==> src/rtl/cv32e40p_register_file_mp.sv <==
// cv32e40p_register_file_mp: multi-port flip-flop register file with byte-enabled writes, optional bypass, busy scoreboard and bulk clear
// ports: clk, rst_n (async, active low); raddr_i/rdata_o/rbusy_o read ports; we_i/waddr_i/wdata_i/wbe_i write ports;
//        rsv_valid_i/rsv_addr_i/rsv_ready_o reservation; clr_req_i/clr_busy_o/clr_done_o bulk clear
module cv32e40p_register_file_mp #(
  parameter int ADDR_WIDTH = 5,
  parameter int DATA_WIDTH = 32,
  parameter int NR_RPORTS  = 3,
  parameter int NR_WPORTS  = 2,
  parameter int ZERO_REG   = 1,
  parameter int BYPASS     = 0
) (
  input  logic                             clk,
  input  logic                             rst_n,
  input  logic [NR_RPORTS*ADDR_WIDTH-1:0]  raddr_i,
  output logic [NR_RPORTS*DATA_WIDTH-1:0]  rdata_o,
  output logic [NR_RPORTS-1:0]             rbusy_o,
  input  logic [NR_WPORTS-1:0]             we_i,
  input  logic [NR_WPORTS*ADDR_WIDTH-1:0]  waddr_i,
  input  logic [NR_WPORTS*DATA_WIDTH-1:0]  wdata_i,
  input  logic [NR_WPORTS*DATA_WIDTH/8-1:0] wbe_i,
  input  logic                             rsv_valid_i,
  input  logic [ADDR_WIDTH-1:0]            rsv_addr_i,
  output logic                             rsv_ready_o,
  input  logic                             clr_req_i,
  output logic                             clr_busy_o,
  output logic                             clr_done_o
);
  localparam int NUM_REGS = 2 ** ADDR_WIDTH;
  localparam int NB = DATA_WIDTH / 8;
  localparam bit ZR = ZERO_REG != 0;
  typedef enum logic {IDLE, CLEAR} state_e;
  state_e state_q, state_d;
  logic [ADDR_WIDTH-1:0] cnt_q, cnt_d;
  logic [DATA_WIDTH-1:0] mem_q [NUM_REGS];
  logic [DATA_WIDTH-1:0] mem_d [NUM_REGS];
  logic [NUM_REGS-1:0] busy_q, busy_d;
  logic rsv_acc;
  assign clr_busy_o = state_q == CLEAR;
  assign clr_done_o = clr_busy_o && &cnt_q;
  assign rsv_ready_o = state_q == IDLE && !busy_q[rsv_addr_i] && !(ZR && rsv_addr_i == '0);
  assign rsv_acc = rsv_valid_i && rsv_ready_o;
  always_comb begin
    state_d = state_q == IDLE ? (clr_req_i ? CLEAR : IDLE) : (&cnt_q ? IDLE : CLEAR);
    cnt_d = state_q == CLEAR ? cnt_q + 1'b1 : '0;
  end
  // ports are applied in ascending order so the highest index wins each byte lane
  always_comb begin
    mem_d = mem_q;
    busy_d = busy_q;
    for (int w = 0; w < NR_WPORTS; w++)
      if (we_i[w] && !(ZR && waddr_i[w*ADDR_WIDTH +: ADDR_WIDTH] == '0)) begin
        busy_d[waddr_i[w*ADDR_WIDTH +: ADDR_WIDTH]] = 1'b0;
        for (int b = 0; b < NB; b++)
          if (wbe_i[w*NB+b])
            mem_d[waddr_i[w*ADDR_WIDTH +: ADDR_WIDTH]][b*8 +: 8] = wdata_i[w*DATA_WIDTH+b*8 +: 8];
      end
    if (rsv_acc) busy_d[rsv_addr_i] = 1'b1;
    if (state_q == CLEAR) begin
      mem_d[cnt_q] = '0;
      busy_d[cnt_q] = 1'b0;
    end
  end
  always_comb begin
    rdata_o = '0;
    rbusy_o = '0;
    for (int p = 0; p < NR_RPORTS; p++) begin
      rdata_o[p*DATA_WIDTH +: DATA_WIDTH] = mem_q[raddr_i[p*ADDR_WIDTH +: ADDR_WIDTH]];
      rbusy_o[p] = busy_q[raddr_i[p*ADDR_WIDTH +: ADDR_WIDTH]];
      if (BYPASS != 0)
        for (int w = 0; w < NR_WPORTS; w++)
          for (int b = 0; b < NB; b++)
            if (we_i[w] && wbe_i[w*NB+b] && waddr_i[w*ADDR_WIDTH +: ADDR_WIDTH] == raddr_i[p*ADDR_WIDTH +: ADDR_WIDTH])
              rdata_o[p*DATA_WIDTH+b*8 +: 8] = wdata_i[w*DATA_WIDTH+b*8 +: 8];
      if (ZR && raddr_i[p*ADDR_WIDTH +: ADDR_WIDTH] == '0) begin
        rdata_o[p*DATA_WIDTH +: DATA_WIDTH] = '0;
        rbusy_o[p] = 1'b0;
      end
    end
  end
  always_ff @(posedge clk or negedge rst_n)
    if (!rst_n) begin
      state_q <= IDLE;
      cnt_q <= '0;
      mem_q <= '{default: '0};
      busy_q <= '0;
    end else begin
      state_q <= state_d;
      cnt_q <= cnt_d;
      mem_q <= mem_d;
      busy_q <= busy_d;
    end
endmodule

==> config.mk <==
export PLATFORM = sky130hd
export DESIGN_NAME = cv32e40p_register_file_mp
export DESIGN_NICKNAME = d
export VERILOG_FILES = /design/src/rtl/cv32e40p_register_file_mp.sv
export SDC_FILE = /design/constraint.sdc
export NUM_CORES = 2
export LEC_CHECK = 0
export CAP_MARGIN = 20
export CORE_MARGIN = 4
export CORE_UTILIZATION = 40
export CTS_CLUSTER_DIAMETER = 30
export CTS_CLUSTER_SIZE = 28
export DETAILED_ROUTE_END_ITERATION = 6
export GPL_TIMING_DRIVEN = 0
export PLACE_DENSITY = 0.64
export SLEW_MARGIN = 25
export SYNTH_ARGS = -nofsm -noshare
export SYNTH_HDL_FRONTEND = slang
export SYNTH_SLANG_ARGS = --single-unit
export TNS_END_PERCENT = 10
==> constraint.sdc <==
create_clock -name clk -period 2.2 [get_ports clk]
set_input_delay 0.22 -clock clk [delete_from_list [all_inputs] [get_ports clk]]
set_output_delay 0.22 -clock clk [all_outputs]
set_load 0.05 [all_outputs]
==> run metrics <==
min cycle time layout 3.40 ns; Final GP Congestion 1.09; post-synthesis register bit count 1062; post-route ant nets 0; worst hold path class in2async; Clk Latency, worst-skew pair 0.98 ns; Syn Nets 6898; Worst Path Arrival 3.18 ns; Final Hold Fails 421; Register Area 26600 um^2; RSZ-0062 raised after global routing yes; DP HPWL 431000 um; clock sinks 1062; Bufs on Longest Clock Path 4; die width 450 um; status finished with violations; Setup crit end kind output pin; DRC 5; hold slack -0.835 ns; final setup violation count 1072; CP Max Fanout 10; Final Power 143 mW; synth top area cells dfrtp_1, mux4_2, mux2i_1; vias 77581; Filler cells 16946; Post-Synth Simple-Gate Area 8.90%; CTS H-tree depth 5; largest net degree at the start of global routing 124; area of the core 195000 um^2; Slew Viols, Final 0; Pre-Repair DR Iteration Count 7; Peak VDD IR 1.03 mV; area leader, netlist dfrtp_1; mux cell area share after synthesis 40.3%; Top FF cell, synth dfrtp_1; Worst Reg-to-Reg Cells 5; clk_skew 0.0559 ns; Post-synth EDFFs 0; Required @ worst endpoint 1.98 ns; Rows 162; antenna violations before repair 40; drt initial violations 13440; Synth Area per Inst 11.5 um^2; vias in the first global route 72618; top cells by count, synth mux2i_1, dfrtp_1, nor2_1; Pwr Density 1410 nW/um^2; DR WL/cell 52.1 um; Multi-input gate area 51000 um^2; CTS buffer count 369; # IOs 210; RR Endpoint mem_q[381]; xor/xnor share of the synthesized area 0.0224%; R2R setup slack -0.84 ns; complex-gate fraction of the synthesized area 12.5%; Slew @ Worst Pin 1.31 ns; Leakage Power 43.4 nW; Cell Count, Final, Fillers Out 10382; max cap viols 0; Post-Route WL 541000 um; die area 203000 um^2; launching point of the worst reg2reg path cnt_q[4]; placed cell areas 84600 um^2; FMAX 294 MHz; post-route cell area 101000 um^2; Final Util 51.8%; Seq/Total Area, Yosys 34.0%; GRT Total Usage 51.8%; NumNets Final 7559; share of synthesized cell area in full adder, half adder and majority cells 0.0800%; final setup margin -1.20 ns; post-synth cell types 70; Rel. slew slack 13.0%; Startpoint Class input port; area share of the largest cell type after synthesis 34.0%; Synth Instances 6785; root buffer cell clkbuf_16; failing checks design-rule violations, negative hold slack, negative setup slack; TritonCTS clock tree built; I/O Buffers 182; Worst-path clk slew 0.04 ns; Syn. warnings 0; Syn-to-layout area delta 28.9%; Setup Crit Path Kind in2out; global route overflow 0; DP Cell Count 9633; die height 450 um; most frequent cell after synthesis mux2i_1; combinational family with the most area after synthesis multiplexers; layout cells sized above 1 34.2%; Cell Area, Synth 78200 um^2; vias per cell 7.47; Starting Density 40.2%; FFs w/ async S/R, synth 100%; first-pass GRT wire length 697000 um; Final period util 155%
## logic make-up (layout without fill, tap and decap cells)
family,count (synthesis),after routing
and+or+nand+nor,1584,1584
buffers and inverters,769,1696
adders and majority gates,5,5
AOI/OAI and AO/OA,1330,1330
xor gates and xnor gates,2,2
muxes,2033,2033
DFF,1062,1062
other,0,46
## registers in the layout (all words and copies together), names as in the netlist
| signal | flops |
|---|---|
| mem_q | 1024 |
| busy_q | 32 |
| clr_busy_o | 1 |
| cnt_q | 5 |
## timing repair
action,CTS,global route
buffers inserted,27,25
endpoints found under the hold margin,441,425
gates cloned,0,0
pin swaps,98,28
setup endpoints to repair,1155,1139
gates resized for setup,1312,374
hold buffers,14,1
## where the power goes
part	switching [mW]	leakage [nW]	total [mW]	internal [mW]
registers	10.0	13.9	38.0	28.0
logic	29.7	23.7	54.0	24.4
clock network	15.5	5.85	50.5	34.9
total	55.2	43.4	143	87.3
## critical path: stages
cell and delay, ns:
buf_2 0.55, buf_4 0.46, buf_2 0.62, mux2i_1 0.60
o22ai_1 0.26, a21o_4 0.27, buf_6 0.15
## routing by layer
metal  track usage (%)  wire length [um]
met1              64.7            195000
met5             0.284                56
met4              38.0             50200
met2              70.3            216000
met3              23.4             79500
## stage by stage
stage,TNS (ns),setup slack [ns]
after CTS,-528.21,-1.02
after detailed placement,-1961.14,-3.06
after global routing,-263.73,-1.05
after global placement,-,-53.16
final,-322.21,-1.20
after floorplan,-2.49,-0.0341
## cell usage in the layout (no fill, tap or decap), types with 67 or more instances in the layout
cell / n
a211oi_1: 943
clkbuf_1: 310
clkbuf_8: 86
nand2_1: 177
clkbuf_2: 188
buf_6: 150
dfrtp_1: 1054
buf_4: 156
clkbuf_16: 371
mux2i_4: 71
nor2_4: 76
nor2_1: 980
clkinv_2: 67
mux2i_1: 1030
clkdlybuf4s50_1: 75
mux4_2: 895
buf_2: 82
## layout make-up
type | instances | area share (%)
clock inverters | 114 | 1.15
diodes | 46 | 0.114
plain buffers | 755 | 4.59
inverters | 8 | 0.0298
well taps | 2624 | 3.25
multi-input cells | 4954 | 50.6
repair buffers | 296 | 3.38
flip-flops and latches | 1062 | 26.4
clock buffers | 523 | 10.6
## how the worst max path moves through the flow
stage	start	endpoint	slack [ns]	cells after the start
3_3_place_gp	rst_n	mem_q[416]	-53.16	1
6_report	raddr_i[3]	rdata_o[20]	-1.20	7
5_1_grt	mem_q[270]	rdata_o[14]	-1.05	4
4_1_cts	mem_q[398]	rdata_o[46]	-1.02	4
2_1_floorplan	raddr_i[0]	rdata_o[29]	-0.03	7
3_5_place_dp	raddr_i[10]	rdata_o[93]	-3.06	10
(Power assumes the default switching activity.)
